===== src/rtl/wb_sram_bridge.sv =====
// Wishbone classic slave bridging to a request/done SRAM back-end port.
// Optional back-end watchdog enabled by defining WB_SRAM_TIMEOUT_EN.
module wb_sram_bridge #(
    parameter int unsigned       DATA_W      = 32,
    parameter int unsigned       ADDR_W      = 32,
    parameter int unsigned       SRAM_AW     = 16,
    parameter logic [ADDR_W-1:0] BASE_ADDR   = '0,
    parameter int unsigned       TIMEOUT_CYC = 255
) (
    input  logic                CLK_I,
    input  logic                RST_I,
    input  logic [ADDR_W-1:0]   ADR_O,
    input  logic [DATA_W-1:0]   DAT_O,
    input  logic [DATA_W/8-1:0] SEL_O,
    input  logic                WE_O,
    input  logic                STB_O,
    input  logic                CYC_O,
    output logic [DATA_W-1:0]   DAT_I,
    output logic                ACK_I,
    output logic                ERR_I,
    output logic [SRAM_AW-1:0]  s_addr,
    output logic [DATA_W-1:0]   s_wdata,
    output logic [DATA_W/8-1:0] s_be,
    output logic                s_we,
    output logic                s_req,
    input  logic [DATA_W-1:0]   s_rdata,
    input  logic                s_done
);

    localparam int unsigned BE_W = DATA_W / 8;
    localparam int unsigned LSB  = $clog2(BE_W);
    // Bits above the SRAM window must match BASE_ADDR.
    localparam logic [ADDR_W-1:0] WIN_MASK = {ADDR_W{1'b1}} << (SRAM_AW + LSB);

    localparam logic [1:0] ST_IDLE = 2'd0;
    localparam logic [1:0] ST_REQ  = 2'd1;
    localparam logic [1:0] ST_RESP = 2'd2;

    if ((DATA_W % 8) != 0 || DATA_W < 8 || DATA_W > 64) begin : g_bad_data_w
        $error("wb_sram_bridge: DATA_W must be a multiple of 8 in 8..64");
    end
    if (TIMEOUT_CYC < 1) begin : g_bad_timeout
        $error("wb_sram_bridge: TIMEOUT_CYC must be at least 1");
    end

    logic [1:0]         state_q, state_d;
    logic               ack_q, ack_d;
    logic               err_q, err_d;
    logic [DATA_W-1:0]  dat_q, dat_d;
    logic               req_q, req_d;
    logic               we_q, we_d;
    logic [BE_W-1:0]    be_q, be_d;
    logic [SRAM_AW-1:0] addr_q, addr_d;
    logic [DATA_W-1:0]  wdata_q, wdata_d;
    logic               win_hit;

`ifdef WB_SRAM_TIMEOUT_EN
    localparam int unsigned TO_RAW = $clog2(TIMEOUT_CYC + 1);
    localparam int unsigned TO_W   = (TO_RAW < 8) ? 8 : ((TO_RAW > 32) ? 32 : TO_RAW);
    logic [TO_W-1:0] cnt_q, cnt_d;
`endif

    assign win_hit = ((ADR_O ^ BASE_ADDR) & WIN_MASK) == '0;

    always_comb begin
        state_d = state_q;
        ack_d   = 1'b0;
        err_d   = 1'b0;
        dat_d   = '0;
        req_d   = req_q;
        we_d    = we_q;
        be_d    = be_q;
        addr_d  = addr_q;
        wdata_d = wdata_q;
`ifdef WB_SRAM_TIMEOUT_EN
        cnt_d   = cnt_q;
`endif
        case (state_q)
            ST_IDLE: begin
                if (STB_O && CYC_O) begin
                    if (!win_hit) begin
                        err_d   = 1'b1;
                        state_d = ST_RESP;
                    end else if (WE_O && SEL_O == '0) begin
                        ack_d   = 1'b1;
                        state_d = ST_RESP;
                    end else begin
                        addr_d  = ADR_O[SRAM_AW+LSB-1:LSB];
                        wdata_d = DAT_O;
                        be_d    = WE_O ? SEL_O : {BE_W{1'b1}};
                        we_d    = WE_O;
                        req_d   = 1'b1;
                        state_d = ST_REQ;
`ifdef WB_SRAM_TIMEOUT_EN
                        cnt_d   = '0;
`endif
                    end
                end
            end
            ST_REQ: begin
                if (s_done) begin
                    req_d = 1'b0;
                    // A dropped CYC_O is an abort: the back-end finishes silently.
                    if (CYC_O) begin
                        ack_d   = 1'b1;
                        dat_d   = we_q ? '0 : s_rdata;
                        state_d = ST_RESP;
                    end else begin
                        state_d = ST_IDLE;
                    end
                end
`ifdef WB_SRAM_TIMEOUT_EN
                else if (cnt_q == TO_W'(TIMEOUT_CYC - 1)) begin
                    req_d   = 1'b0;
                    err_d   = CYC_O;
                    state_d = CYC_O ? ST_RESP : ST_IDLE;
                end else begin
                    cnt_d = cnt_q + TO_W'(1);
                end
`endif
            end
            ST_RESP: state_d = ST_IDLE;
            default: state_d = ST_IDLE;
        endcase
    end

    always_ff @(posedge CLK_I or posedge RST_I) begin
        if (RST_I) begin
            state_q <= ST_IDLE;
            ack_q   <= 1'b0;
            err_q   <= 1'b0;
            dat_q   <= '0;
            req_q   <= 1'b0;
            we_q    <= 1'b0;
            be_q    <= '0;
            addr_q  <= '0;
            wdata_q <= '0;
`ifdef WB_SRAM_TIMEOUT_EN
            cnt_q   <= '0;
`endif
        end else begin
            state_q <= state_d;
            ack_q   <= ack_d;
            err_q   <= err_d;
            dat_q   <= dat_d;
            req_q   <= req_d;
            we_q    <= we_d;
            be_q    <= be_d;
            addr_q  <= addr_d;
            wdata_q <= wdata_d;
`ifdef WB_SRAM_TIMEOUT_EN
            cnt_q   <= cnt_d;
`endif
        end
    end

    assign DAT_I   = dat_q;
    assign ACK_I   = ack_q;
    assign ERR_I   = err_q;
    assign s_addr  = addr_q;
    assign s_wdata = wdata_q;
    assign s_be    = be_q;
    assign s_we    = we_q;
    assign s_req   = req_q;

endmodule


===== config.mk =====
export PLATFORM = sky130hd
export DESIGN_NAME = wb_sram_bridge
export DESIGN_NICKNAME = d
export VERILOG_FILES = /design/src/rtl/wb_sram_bridge.sv
export SDC_FILE = /design/constraint.sdc
export NUM_CORES = 1
export LEC_CHECK = 0
export CAP_MARGIN = 30
export CORE_MARGIN = 10
export CORE_UTILIZATION = 39
export DETAILED_ROUTE_END_ITERATION = 12
export PLACE_DENSITY_LB_ADDON = 0.25
export SLEW_MARGIN = 30
export SYNTH_ARGS = -nofsm -noshare
export SYNTH_HDL_FRONTEND = slang
export SYNTH_SLANG_ARGS = --single-unit
export TNS_END_PERCENT = 30

===== constraint.sdc =====
create_clock -name CLK_I -period 4.4 [get_ports CLK_I]
set_input_delay 1.32 -clock CLK_I [delete_from_list [all_inputs] [get_ports CLK_I]]
set_output_delay 1.32 -clock CLK_I [all_outputs]
set_load 0.01 [all_outputs]

Word level (Yosys, flattened, before mapping)
Index checks and enable logic that the tools add are counted.
Widths: inputs -> output; s select.
{ "word_totals": {"register_bits": 90, "input_bits": 106, "output_inout_bits": 88} }
{ "op_classes": {"eq_ne": 5, "n_mux": 25, "n_bitwise": 1, "n_reduce_logical": 9} }
{ "ops": {"columns": ["operator", "n"], "rows": [
  ["$mux 32", 4],
  ["$logic_not 32->1", 1],
  ["$mux 1", 12],
  ["$mux 2", 5],
  ["$ne 2x2->1 const B", 4],
  ["$reduce_and 5->1", 1],
  ["$logic_not 4->1", 1],
  ["$mux 4", 1],
  ["$pmux 1 s2", 2],
  ["$pmux 2 s2", 1],
  ["$reduce_and 4->1", 1],
  ["$eq 2x1->1 const B", 1],
  ["$logic_and 1x1->1", 2],
  ["$logic_not 2->1", 1],
  ["$reduce_and 2->1", 1],
  ["$reduce_bool 2->1", 1],
  ["$not 1->1", 1]
]} }

Longest topological paths before layout
Gate-level depths: netlist of run 1.
{ "depth": {"ltp_word": 6, "depth_mapped": 5, "mapped_depth_nobuf": 4} }

Least setup slack after synthesis of run 1
OpenSTA, ideal clock, no wires.
{ "synth_timing": {"path_type": "input -> register", "start": "input port ADR_O[19]", "end": "register addr_q[0] (netlist: s_addr[0])", "t_arrival_ns": 2.767, "required_ns": 4.275, "slack_ns": 1.508, "path_stages": 5, "path_buffers": 1, "path_cell_list": "nor4_2 -> nand4_1 -> nor4_4 -> buf_6 -> mux2_4"} }
{ "synth_between": {"elab_chain_len": 2} }
{ "synth_lines": {"columns": ["item", "line_no", "rtl"], "rows": [
  ["from (decl)", "12", "input logic [ADDR_W-1:0] ADR_O,"],
  ["$logic_not 32->1", "63", "assign win_hit = ((ADR_O ^ BASE_ADDR) & WIN_MASK) == '0;"],
  ["$reduce_and 4->1 (no line)", null, null],
  ["to (signal assigned)", "149", "addr_q <= addr_d;"],
  ["to (decl)", "53", "logic [SRAM_AW-1:0] addr_q, addr_d;"]
]} }
Every way passes these cells.
A chain may end at the register's enable or synchronous reset.

Worst setup path after layout of run 1
{ "layout_timing": {"start": "input port ADR_O[18]", "end": "register wdata_q[15] (netlist: s_wdata[15])"} }
{ "layout_between": {"elab_chain_len": 2} }
{ "layout_lines": {"columns": ["item", "line_no", "rtl"], "rows": [
  ["$logic_not 32->1", "63", null],
  ["$reduce_and 4->1 (no line)", null, null],
  ["to (signal assigned)", "150", "wdata_q <= wdata_d;"],
  ["to (decl)", "54", "logic [DATA_W-1:0] wdata_q, wdata_d;"]
]} }
Every way passes these cells.

==> impl_metrics.env, run 1 <==
export IMPL_drt_vias_per_instance=4.59
export IMPL_overflow=0
export IMPL_die_w_um=115
export IMPL_die_y_um=115
export IMPL_numCtsBuffers=9
export IMPL_cts_resized=0
export IMPL_dpl_hpwl_um=7710
export IMPL_synth_cell_area_sq_um=3510
export IMPL_synth_distinct_cells=22
export IMPL_hp_start="s_wdata[15]"
export IMPL_avgSynthCellArea_sq_um=16.6
export IMPL_register_area_sq_um=2250
export IMPL_switchingPower_uw=315
export IMPL_startpoint_type="input pin"
export IMPL_rsz0062_at_grt="false"
export IMPL_cts_sinks=90
export IMPL_cp_max_fo=27
export IMPL_status="finished, final reports clean"
export IMPL_setup_viol=0
export IMPL_drc_errors=0
export IMPL_multiInputGateArea_sq_um=1190
export IMPL_grt_pass1_wl_um=15200
export IMPL_synth_edf_count=0
export IMPL_hold_path_class="flip-flop to flip-flop"
export IMPL_ys_top_cells_by_area="dfrtp_1 (64%), mux2_4 (21%), and2_1 (5.7%), buf_6 (1.6%), nor4_2 (1.4%)"
export IMPL_period_share_pct=74.8
export IMPL_antenna_left=0
export IMPL_synth_top_area_cell="dfrtp_1"
export IMPL_period_minus_slack_ns=3.29
export IMPL_syn_inst=211
export IMPL_htree_levels=3
export IMPL_final_nets=515
export IMPL_tightest_slew_ns=0.801
export IMPL_clock_path_buffers=2
export IMPL_cp_arrival_ns=3.51
export IMPL_synth_nets=317
export IMPL_cp_required_ns=4.62
export IMPL_final_area_sq_um=5750
export IMPL_clk_pin_slew_worst_paths_ns=0.07
export IMPL_drtIter0Drc=56
export IMPL_antenna_found_initial=0
export IMPL_power_report_internal_total_mw=1.24
export IMPL_ys_async_sr_fraction_pct=100
export IMPL_core_area_sq_um=8720
export IMPL_ir_drop_uv=136
export IMPL_clock_skew_ns=0.0125
export IMPL_rows=34
export IMPL_worstSkewPairLatency_ns=0.34
export IMPL_slew_violations=0
export IMPL_synthFlopType="dfrtp_1"
export IMPL_grt_total_usage_pct=14.6
export IMPL_num_fill_cells=655
export IMPL_cts_setup_buffers=0
export IMPL_seq_area_frac_synth_pct=64.2
export IMPL_r2r_start="state_q[1]"
export IMPL_final_common_cell="clkdlybuf4s50_1"
export IMPL_cts_root_buffer="clkbuf_8"
export IMPL_routedWlPerCell_um=18.8
export IMPL_hold_violations=0
export IMPL_detail_route_wirelength_um=9790
export IMPL_diodes=0
export IMPL_power_frac_comb_pct=8.0
export IMPL_power_frac_seq_pct=53.4
export IMPL_layout_common_cells="clkdlybuf4s50_1 (191), dfrtp_1 (90), mux2_4 (49)"
export IMPL_grt_pass1_vias=2689
export IMPL_critical_path_class="input pin to flip-flop"
export IMPL_synth_top_cell_area_share_pct=64.2
export IMPL_yosysWarnings=0
export IMPL_grt_max_degree=47
export IMPL_routabilityCongestion=0.721
export IMPL_end_kind="flip-flop"
export IMPL_area_growth_pct=63.9
export IMPL_slew_headroom_pct=46.6
export IMPL_power_density_nw_per_um2=270
export IMPL_cts_tree="done"
export IMPL_crit_start="ADR_O[18]"
export IMPL_ctsHoldBuffers=0
export IMPL_max_freq_mhz=304
export IMPL_ioPinCount=194
export IMPL_tns_ns=0
export IMPL_die_area_sq_um=13200
export IMPL_postPlaceCellArea_sq_um=5540
export IMPL_clkPwrFrac_pct=38.7
export IMPL_p_leak_nw=2.58
export IMPL_p_sw_share_pct=20.3
export IMPL_drive_gt1_share_pct=18.8
export IMPL_postSynthRegisterBits=90
export IMPL_vias=2396
export IMPL_maxCapViolCount=0
export IMPL_dr_pass1_iters=4
export IMPL_portBuffers=191
export IMPL_start_util_pct=40.2
[worst paths after layout]
kind	to	slack, ns	cells after the start
setup / recovery	s_wdata[15]	1.11	6
setup reg to reg	s_wdata[15]	2.42	4
min in group asynchronous	s_wdata[22]	1.41	2
hold reg to reg	s_wdata[15]	0.51	1
hold / removal	s_wdata[15]	0.51	1
max in group asynchronous	DAT_I[13]	2.26	3
[registers in the layout (all words and copies together) (netlist names)]
| name | cells |
|---|---|
| s_be | 4 |
| s_req | 1 |
| s_addr | 16 |
| ERR_I | 1 |
| s_we | 1 |
| ACK_I | 1 |
| state_q | 2 |
| DAT_I | 32 |
| s_wdata | 32 |
[cell families after synthesis]
logic type | share of synthesized area [%]
AOI/OAI and AO/OA | 1.14
buffers and inverters | 2.03
DFF | 64.2
muxes | 22.3
and+or+nand+nor | 10.3
[critical path, cell delays in order]
cell,delay (ns)
clkdlybuf4s50_1,0.43
nor4_2,0.36
nand4_1,0.30
nor4_4,0.23
buf_4,0.48
mux2_2,0.39
[final cells by class]
| cell class | instances | area share (%) |
|---|---|---|
| sequential | 90 | 39.2 |
| timing repair buffer | 195 | 34.0 |
| multi-input combinational | 112 | 20.7 |
| clock buffer | 12 | 2.35 |
| tap | 108 | 2.35 |
| clock inverter | 4 | 1.33 |
| inverter | 1 | 0.0871 |
[per-stage QoR]
step	hold slack (ns)	cells	total power [mW]	util, %	setup WS (ns)
global placement	0.489	506	0.969	63.5	0.793
global route	0.520	522	1.62	65.9	1.06
finish	0.509	522	1.55	65.9	1.11
floorplan	0.474	211	0.867	-	0.745
detailed placement	0.492	506	0.972	63.5	0.757
CTS	0.513	522	1.58	65.9	1.12
[cell usage after synthesis, types with 2 or more instances]
cell type / count
nand2b_1: 6
dfrtp_1: 90
and2_1: 32
nor2_1: 2
clkbuf_1: 3
a21oi_1: 2
mux2_2: 4
nor4_2: 4
nor3_1: 3
buf_6: 5
mux2_4: 49
[power groups by stage]
| stage | clock network (mW) | registers, mW | logic (mW) |
|---|---|---|---|
| after CTS | 0.621 | 0.829 | 0.127 |
| after detailed placement | 0 | 0.845 | 0.126 |
| final | 0.601 | 0.829 | 0.124 |
| after global routing | 0.658 | 0.829 | 0.135 |
| after global placement | 0 | 0.845 | 0.124 |
| after floorplan | 0 | 0.846 | 0.0211 |
[metal layers]
metal	wire [um]	vias up	track usage, %
li1	-	1110	-
met1	3900	1143	17.3
met2	4380	138	21.4
met3	1450	5	10.1
met4	60	0	2.97
met5	0	-	0
Power figures use the tool's default switching activity.
==> run 2: changes to the inputs <==
==> constraint.sdc (replaced) <==
create_clock -name CLK_I -period 3.2 [get_ports CLK_I]
set_input_delay 0.96 -clock CLK_I [delete_from_list [all_inputs] [get_ports CLK_I]]
set_output_delay 0.96 -clock CLK_I [all_outputs]
set_load 0.01 [all_outputs]
==> impl_metrics.env, run 2 (synthesis results as in run 1) <==
export IMPL_grt_total_usage_pct=14.9
export IMPL_crit_start="ADR_O[22]"
export IMPL_numCtsBuffers=9
export IMPL_grt_max_degree=91
export IMPL_setup_viol=0
export IMPL_drt_vias_per_instance=4.63
export IMPL_grt_pass1_wl_um=15400
export IMPL_cts_tree="done"
export IMPL_die_y_um=115
export IMPL_cp_max_fo=26
export IMPL_antenna_left=0
export IMPL_core_area_sq_um=8720
export IMPL_r2r_cells=4
export IMPL_ioPinCount=194
export IMPL_critical_path_class="input pin to flip-flop"
export IMPL_crit_end="s_wdata[15]"
export IMPL_clock_path_buffers=2
export IMPL_detail_route_wirelength_um=10100
export IMPL_rows=34
export IMPL_grt_pass1_vias=2728
export IMPL_die_w_um=115
export IMPL_tightest_slew_ns=0.462
export IMPL_cts_setup_buffers=0
export IMPL_maxCapViolCount=0
export IMPL_p_leak_nw=2.58
export IMPL_slew_headroom_pct=69.2
export IMPL_final_cells=523
export IMPL_htree_levels=3
export IMPL_place_inst=507
export IMPL_clk_pin_slew_worst_paths_ns=0.08
export IMPL_start_util_pct=40.2
export IMPL_cp_arrival_ns=2.96
export IMPL_clkPwrFrac_pct=35.6
export IMPL_ir_drop_uv=215
export IMPL_overflow=0
export IMPL_rr_endpoint="s_wdata[15]"
export IMPL_hold_path_class="flip-flop to flip-flop"
export IMPL_cts_resized=0
export IMPL_status="finished, final reports clean"
export IMPL_startpoint_type="input pin"
export IMPL_period_minus_slack_ns=2.73
export IMPL_final_nets=516
export IMPL_power_report_internal_total_mw=1.59
export IMPL_worstSkewPairLatency_ns=0.35
export IMPL_vias=2423
export IMPL_die_area_sq_um=13200
export IMPL_r2r_start="state_q[1]"
export IMPL_diodes=0
export IMPL_cp_required_ns=3.43
export IMPL_layout_common_cells="clkdlybuf4s50_1 (191), dfrtp_1 (90), mux2_4 (49)"
export IMPL_ctsHoldBuffers=0
export IMPL_period_share_pct=85.4
export IMPL_drtIter0Drc=69
export IMPL_end_kind="flip-flop"
export IMPL_rrSetupSlack_ns=1.34
export IMPL_area_growth_pct=64.2
export IMPL_routedWlPerCell_um=19.2
export IMPL_power_frac_seq_pct=55.9
export IMPL_drc_errors=0
export IMPL_power_frac_comb_pct=8.4
export IMPL_worstHoldPathCells=1
export IMPL_switchingPower_uw=449
export IMPL_dpl_hpwl_um=7840
export IMPL_slew_violations=0
export IMPL_cts_root_buffer="clkbuf_8"
export IMPL_rsz0062_at_grt="false"
export IMPL_final_common_cell="clkdlybuf4s50_1"
export IMPL_tns_ns=0
export IMPL_clock_skew_ns=0.0157
export IMPL_drive_gt1_share_pct=19.8
export IMPL_hold_violations=0
export IMPL_dr_pass1_iters=4
export IMPL_antenna_found_initial=0
export IMPL_routabilityCongestion=0.723
export IMPL_p_sw_share_pct=22.1
export IMPL_max_freq_mhz=366
export IMPL_power_density_nw_per_um2=354
export IMPL_portBuffers=191
export IMPL_cts_sinks=90
export IMPL_num_fill_cells=644
-- run 2: layout make-up --
| cell class | count | area, sq um | share of cell area, % |
|---|---|---|---|
| Multi-Input combinational cell | 112 | 1190 | 20.6 |
| Tap cell | 108 | 135 | 2.35 |
| Clock inverter | 5 | 37.5 | 0.652 |
| Timing Repair Buffer | 196 | 1990 | 34.5 |
| Clock buffer | 11 | 151 | 2.63 |
| Sequential cell | 90 | 2250 | 39.1 |
| Inverter | 1 | 7.51 | 0.130 |
-- run 2: per-layer routing --
| layer | global-route usage [%] | routed length [um] | vias up |
|---|---|---|---|
| met5 | 0 | 0 | - |
| li1 | - | - | 1114 |
| met4 | 4.46 | 80 | 0 |
| met3 | 10.4 | 1550 | 6 |
| met2 | 22.3 | 4480 | 136 |
| met1 | 16.8 | 3940 | 1167 |
-- run 2: worst max-delay path: stages --
cell             delay, ns
clkdlybuf4s50_1       0.41
nor4_2                0.36
nand4_1               0.25
nor4_4                0.33
buf_12                0.27
mux2_2                0.36
-- run 2: worst min-delay path by stage --
| stage | slack [ns] | from | endpoint |
|---|---|---|---|
| after floorplan | 0.47 | state_q[1] | s_req |
| after global routing | 0.52 | s_wdata[18] | s_wdata[18] |
| after global placement | 0.49 | s_wdata[16] | s_wdata[16] |
| final | 0.51 | s_wdata[18] | s_wdata[18] |
| after detailed placement | 0.49 | s_wdata[1] | s_wdata[1] |
| after CTS | 0.52 | s_wdata[18] | s_wdata[18] |
-- run 2: through the flow --
stage          instance area, sq um  hold WS, ns  worst slack [ns]  power [mW]  utilization, %
2_1_floorplan                  3510        0.474             0.668        1.19               -
3_3_place_gp                   5570        0.489            0.0934        1.33            63.9
3_5_place_dp                   5570        0.491            0.0896        1.34            63.9
4_1_cts                        5760        0.516             0.448        2.07            66.0
5_1_grt                        5760        0.521             0.411        2.13            66.0
6_report                       5760        0.509             0.469        2.04            66.0
-- run 2: power by group through the flow --
| stage | Clock [mW] | Combinational [mW] | Sequential [mW] |
|---|---|---|---|
| 2_1_floorplan | 0 | 0.0293 | 1.16 |
| 3_3_place_gp | 0 | 0.170 | 1.16 |
| 3_5_place_dp | 0 | 0.174 | 1.16 |
| 4_1_cts | 0.756 | 0.175 | 1.14 |
| 5_1_grt | 0.800 | 0.185 | 1.14 |
| 6_report | 0.726 | 0.172 | 1.14 |
